`src/rtl/store_narrower.sv`:
```
// Store narrowing unit: lane-replicates SB/SH/SW data, builds byte strobes, issues one aligned memory write.
// Latency: request accepted in cycle T appears on the memory port at T+1; DONE pulses the cycle after MEM_READY.
// Backpressure: REQ_READY is low while a write waits for MEM_READY; the write is held stable until accepted.
//
// Ports:
//   i_clk, i_rst                      clock, synchronous active-high reset
//   i_req_valid / o_req_ready         store request handshake (ready only in IDLE)
//   i_req_addr, i_req_data, i_req_size  byte address, rs2 value, 00 byte / 01 half / 10,11 word
//   o_mem_valid / i_mem_ready         memory write handshake
//   o_mem_addr, o_mem_wdata, o_mem_strb  word-aligned address, replicated data, byte enables
//   o_done, o_misalign                one-cycle completion / rejection pulses
//
// Optional feature macro: STORE_MISALIGN_TRAP_EN. When defined, misaligned halves and words are
// rejected with an o_misalign pulse; otherwise they are force-aligned and o_misalign is tied low.

module store_narrower #(
  parameter int ADDR_WIDTH = 32
) (
  input  logic                  i_clk,
  input  logic                  i_rst,
  input  logic                  i_req_valid,
  output logic                  o_req_ready,
  input  logic [ADDR_WIDTH-1:0] i_req_addr,
  input  logic [31:0]           i_req_data,
  input  logic [1:0]            i_req_size,
  output logic                  o_mem_valid,
  input  logic                  i_mem_ready,
  output logic [ADDR_WIDTH-1:0] o_mem_addr,
  output logic [31:0]           o_mem_wdata,
  output logic [3:0]            o_mem_strb,
  output logic                  o_done,
  output logic                  o_misalign
);

  typedef enum logic {
    S_IDLE = 1'b0,
    S_SEND = 1'b1
  } state_t;

  state_t                r_state;
  state_t                w_state_nxt;
  logic [ADDR_WIDTH-1:0] r_mem_addr;
  logic [31:0]           r_mem_wdata;
  logic [3:0]            r_mem_strb;
  logic                  r_done;

  logic [1:0]            w_offset;
  logic [31:0]           w_wdata;
  logic [3:0]            w_strb;
  logic                  w_trap;
  logic                  w_accept;
  logic                  w_start;

  assign w_offset    = i_req_addr[1:0];
  assign o_req_ready = (r_state == S_IDLE);
  assign o_mem_valid = (r_state == S_SEND);
  assign w_accept    = i_req_valid && o_req_ready;
  // A trapped request is consumed but never reaches the memory port.
  assign w_start     = w_accept && !w_trap;

  // Lane replication and strobe generation; the reserved size behaves as a word.
  always_comb begin
    w_wdata = i_req_data;
    w_strb  = 4'b1111;
    case (i_req_size)
      2'b00: begin
        w_wdata = {4{i_req_data[7:0]}};
        case (w_offset)
          2'b00:   w_strb = 4'b0001;
          2'b01:   w_strb = 4'b0010;
          2'b10:   w_strb = 4'b0100;
          default: w_strb = 4'b1000;
        endcase
      end
      2'b01: begin
        w_wdata = {2{i_req_data[15:0]}};
        w_strb  = w_offset[1] ? 4'b1100 : 4'b0011;
      end
      default: begin
        w_wdata = i_req_data;
        w_strb  = 4'b1111;
      end
    endcase
  end

`ifdef STORE_MISALIGN_TRAP_EN
  logic r_misalign;

  always_comb begin
    w_trap = 1'b0;
    if (i_req_size == 2'b01)
      w_trap = w_offset[0];
    else if (i_req_size[1])
      w_trap = (w_offset != 2'b00);
  end

  always_ff @(posedge i_clk) begin
    if (i_rst)
      r_misalign <= 1'b0;
    else
      r_misalign <= w_accept && w_trap;
  end

  assign o_misalign = r_misalign;
`else
  assign w_trap     = 1'b0;
  assign o_misalign = 1'b0;
`endif

  always_comb begin
    w_state_nxt = r_state;
    case (r_state)
      S_IDLE:  if (w_start) w_state_nxt = S_SEND;
      S_SEND:  if (i_mem_ready) w_state_nxt = S_IDLE;
      default: w_state_nxt = S_IDLE;
    endcase
  end

  always_ff @(posedge i_clk) begin
    if (i_rst) begin
      r_state     <= S_IDLE;
      r_mem_addr  <= '0;
      r_mem_wdata <= '0;
      r_mem_strb  <= '0;
      r_done      <= 1'b0;
    end else begin
      r_state <= w_state_nxt;
      r_done  <= (r_state == S_SEND) && i_mem_ready;
      // Payload only loads at acceptance, so it stays frozen through a stall.
      if (w_start) begin
        r_mem_addr  <= {i_req_addr[ADDR_WIDTH-1:2], 2'b00};
        r_mem_wdata <= w_wdata;
        r_mem_strb  <= w_strb;
      end
    end
  end

  assign o_mem_addr  = r_mem_addr;
  assign o_mem_wdata = r_mem_wdata;
  assign o_mem_strb  = r_mem_strb;
  assign o_done      = r_done;

endmodule
```
`config.mk`:
```
export PLATFORM = sky130hd
export DESIGN_NAME = store_narrower
export DESIGN_NICKNAME = d
export VERILOG_FILES = /design/src/rtl/store_narrower.sv
export SDC_FILE = /design/constraint.sdc
export NUM_CORES = 1
export LEC_CHECK = 0
export BUFFER_PORTS_ARGS = -buffer_cell sky130_fd_sc_hd__buf_2
export CAP_MARGIN = 20
export CORE_ASPECT_RATIO = 1.4
export CORE_MARGIN = 2
export CORE_UTILIZATION = 40
export CTS_CLUSTER_SIZE = 28
export DETAILED_ROUTE_END_ITERATION = 10
export PLACE_DENSITY = 0.83
export SLEW_MARGIN = 10
export SYNTH_ARGS = -nofsm -noshare
export SYNTH_HDL_FRONTEND = slang
export SYNTH_SLANG_ARGS = --single-unit
```
`constraint.sdc`:
```
create_clock -name i_clk -period 3.3 [get_ports i_clk]
set_clock_uncertainty 0.05 [all_clocks]
set_input_delay 0.165 -clock i_clk [delete_from_list [all_inputs] [get_ports i_clk]]
set_output_delay 0.165 -clock i_clk [all_outputs]
set_load 0.005 [all_outputs]
```
==> key figures <==
Clocking
  – Clk slew on worst S/H paths: 0.07 ns
  – Clock sink count: 68
  – CTS Buffer Depth: 2
  – Hold_buf cts: 0
  – CTS buffer count: 9
  – Setup bufs post-CTS: 0
  – Post-CTS Resized: 0
  – CTS HTree Levels: 3
  – Clock Latency Late Sink: 0.32 ns
  – CTS tree: yes
  – CTS root buf: clkbuf_8

Layout
  – Ratio of cells with drive above 1 in the final layout: 35.28%
  – Commonest non-fill, non-tap cell in the layout: buf_2
  – # nets final: 511
  – Syn-to-layout area delta: 32.97%
  – Most frequent cells in the layout: buf_2 (138), nand2_1 (94), dfxtp_1 (68), a21oi_1 (38), nor2_1 (31)
  – Post-Layout Cell Count: 517
  – Ant diodes: 0

Synthesis
  – Syn Inst Count: 316
  – Synth Area in Compound Gates: 19.07%
  – Syn avg cell area: 8.263 sq um
  – XOR/XNOR Fraction of Synth Area: 0%
  – Seq/Total Area, Yosys: 52.13%
  – Yosys cell types: 20
  – Largest family of logic cells by synthesized area: simple AND/OR/NAND/NOR gates
  – Synth Area in Simple Gates: 19.65%
  – Flops & latches, synth: 68
  – Mux contribution to synthesized area: 3.067%
  – Post-synthesis adder-cell area fraction: 0%
  – Netlist Area Pre-Place: 2611 sq um
  – Ys Warns: 0

Placement
  – Final GP Congestion: 0.8432
  – # port buffers: 138
  – Post-DP HPWL: 4.753 mm
  – Dpl cells: 502

Pwr
  – Pleak: 1.671 nW
  – Clock share of power: 33.2%
  – Combinational share of power: 15.3%
  – Pint: 1.313 mW
  – NetSw: 0.4541 mW
  – Power density over the cells: 509.0 nW/um^2
  – Switching part of the total: 25.69%
  – Worst VDD drop: 0.2581 mV
  – Share of total power in sequential cells: 51.4%

Drt
  – Final WL: 6.485 mm
  – Routed Antenna Nets: 0
  – DRC violations left: 0
  – Via/cell ratio: 4.959
  – Routed len/inst: 12.54 um
  – Initial DRC count: 84
  – Number of iterations in the first detailed-routing pass: 4
  – Via count: 2,564

Floorplan
  – Initial Utilization: 41.76%
  – Die ar.: 7200 sq um
  – Top Ports: 142
  – Row Count: 34
  – Die width: 72.29 um
  – Core Box Area: 6254 sq um
  – Chip height: 99.60 um

Timing
  – RSZ-0062 raised after global routing: no
  – Relative slew slack: 46.24%
  – Final Max Tran Viols: 0
  – Crit path time final: 1.842 ns
  – Setup_tns: 0 ns
  – F_max: 542.9 MHz
  – Final Hold Viols: 0
  – Setup-failing EPs final: 0
  – Worst Tran Pin Value: 0.8048 ns
  – Tcrit/Tclk final: 55.82%

Global route
  – GRT overflow: 0
  – Antenna violations before repair: 0
  – Largest net degree at the start of global routing: 54
  – First-pass GRT wire length: 10.58 mm
  – Tot GR Track Use: 18.78%
  – Vias in the first global route: 2,391

Critical path
  – Worst-path fanout max: 53
  – Worst Path Arrival: 2.03 ns
  – CP Data Required Time: 3.48 ns
  – Startpoint Class: flop
  – CP Capture Type: flop
  – WS Path Type: flop to flop

Run status
  – Run status: finished clean

Min path
  – Hold WC Path Type: input pin to flop

Job
  – MaxCap Viol Count: 0
## sequential cells by signal, indices dropped and copies added, names as in the netlist
name / count
o_mem_valid: 1
o_mem_wdata: 32
o_done: 1
o_mem_strb: 4
o_mem_addr: 30
## final cells by class
| class | instances | area, sq um |
|---|---|---|
| fillers | 595 | 2781 |
| flip-flops and latches | 68 | 1361 |
| multi-input cells | 220 | 1110 |
| repair buffers | 141 | 738.2 |
| clock buffers | 13 | 158.9 |
| well taps | 72 | 90.09 |
| clock inverters | 2 | 10.01 |
| inverters | 1 | 3.754 |
## power by group through the flow
stage | Combinational, mW | Clock, mW | Sequential [mW]
final | 0.271 | 0.587 | 0.909
after CTS | 0.273 | 0.613 | 0.910
after global placement | 0.265 | 0 | 0.926
after floorplan | 0.141 | 0 | 0.932
after global routing | 0.308 | 0.641 | 0.915
after detailed placement | 0.273 | 0 | 0.928
## per-stage QoR
| step | worst slack [ns] | hold slack [ns] | power (mW) | area (sq um) | utilization [%] |
|---|---|---|---|---|---|
| 2_1_floorplan | 2.152 | 0.2510 | 1.073 | 2619 | - |
| 3_3_place_gp | 1.481 | 0.3551 | 1.191 | 3283 | 52.50 |
| 3_5_place_dp | 1.457 | 0.3552 | 1.201 | 3303 | 52.82 |
| 4_1_cts | 1.452 | 0.0001195 | 1.796 | 3472 | 55.52 |
| 5_1_grt | 1.240 | 0.006941 | 1.864 | 3472 | 55.52 |
| 6_report | 1.458 | 0.01642 | 1.767 | 3472 | 55.52 |
## kinds of logic after synthesis
group / count (synthesis)
muxes: 8
DFF: 68
buffers and inverters: 30
other: 1
AOI/OAI and AO/OA: 77
and+or+nand+nor: 132
## worst max-delay path: stages (launching register included)
cell and delay (ns):
dfxtp_1 0.37, nor2b_4 0.66, buf_12 0.32, nor2_1 0.06, a311oi_1 0.26
## Yosys cell counts
cell / n / area (sq um)
buf_1: 2 / 7.510
a22oi_1: 8 / 60.06
nand2_1: 94 / 352.8
buf_2: 13 / 65.06
mux2i_1: 8 / 80.08
clkbuf_1: 7 / 26.28
buf_4: 7 / 52.55
nand2b_1: 3 / 18.77
or2_2: 1 / 6.260
nor2b_1: 2 / 12.51
dfxtp_1: 68 / 1361
o21ai_0: 2 / 10.01
a211oi_1: 12 / 90.09
conb_1: 1 / 3.750
inv_1: 1 / 3.750
o21bai_1: 1 / 7.510
a21oi_1: 38 / 190.2
nor2_1: 31 / 116.4
a311oi_1: 16 / 140.1
nor2_2: 1 / 6.260
## worst paths after layout
path	startpoint	endpoint	slack, ns	cells past startpoint
worst max-delay path	o_mem_valid	o_mem_wdata[24]	1.46	4
worst min-delay path	i_req_addr[31]	o_mem_addr[31]	0.02	3
worst max register to register	o_mem_valid	o_mem_wdata[24]	1.46	4
worst min register to register	o_mem_addr[23]	o_mem_addr[23]	0.40	2
## per-layer routing
metal | vias to the layer above | GRT usage, % | part of all wire (%)
met5 | - | 0 | 0
met4 | 0 | 9.869 | 2.6
met3 | 15 | 4.965 | 7.8
met2 | 113 | 30.77 | 48
met1 | 1114 | 22.17 | 42
li1 | 1322 | - | -
Power figures use the tool's default switching activity.
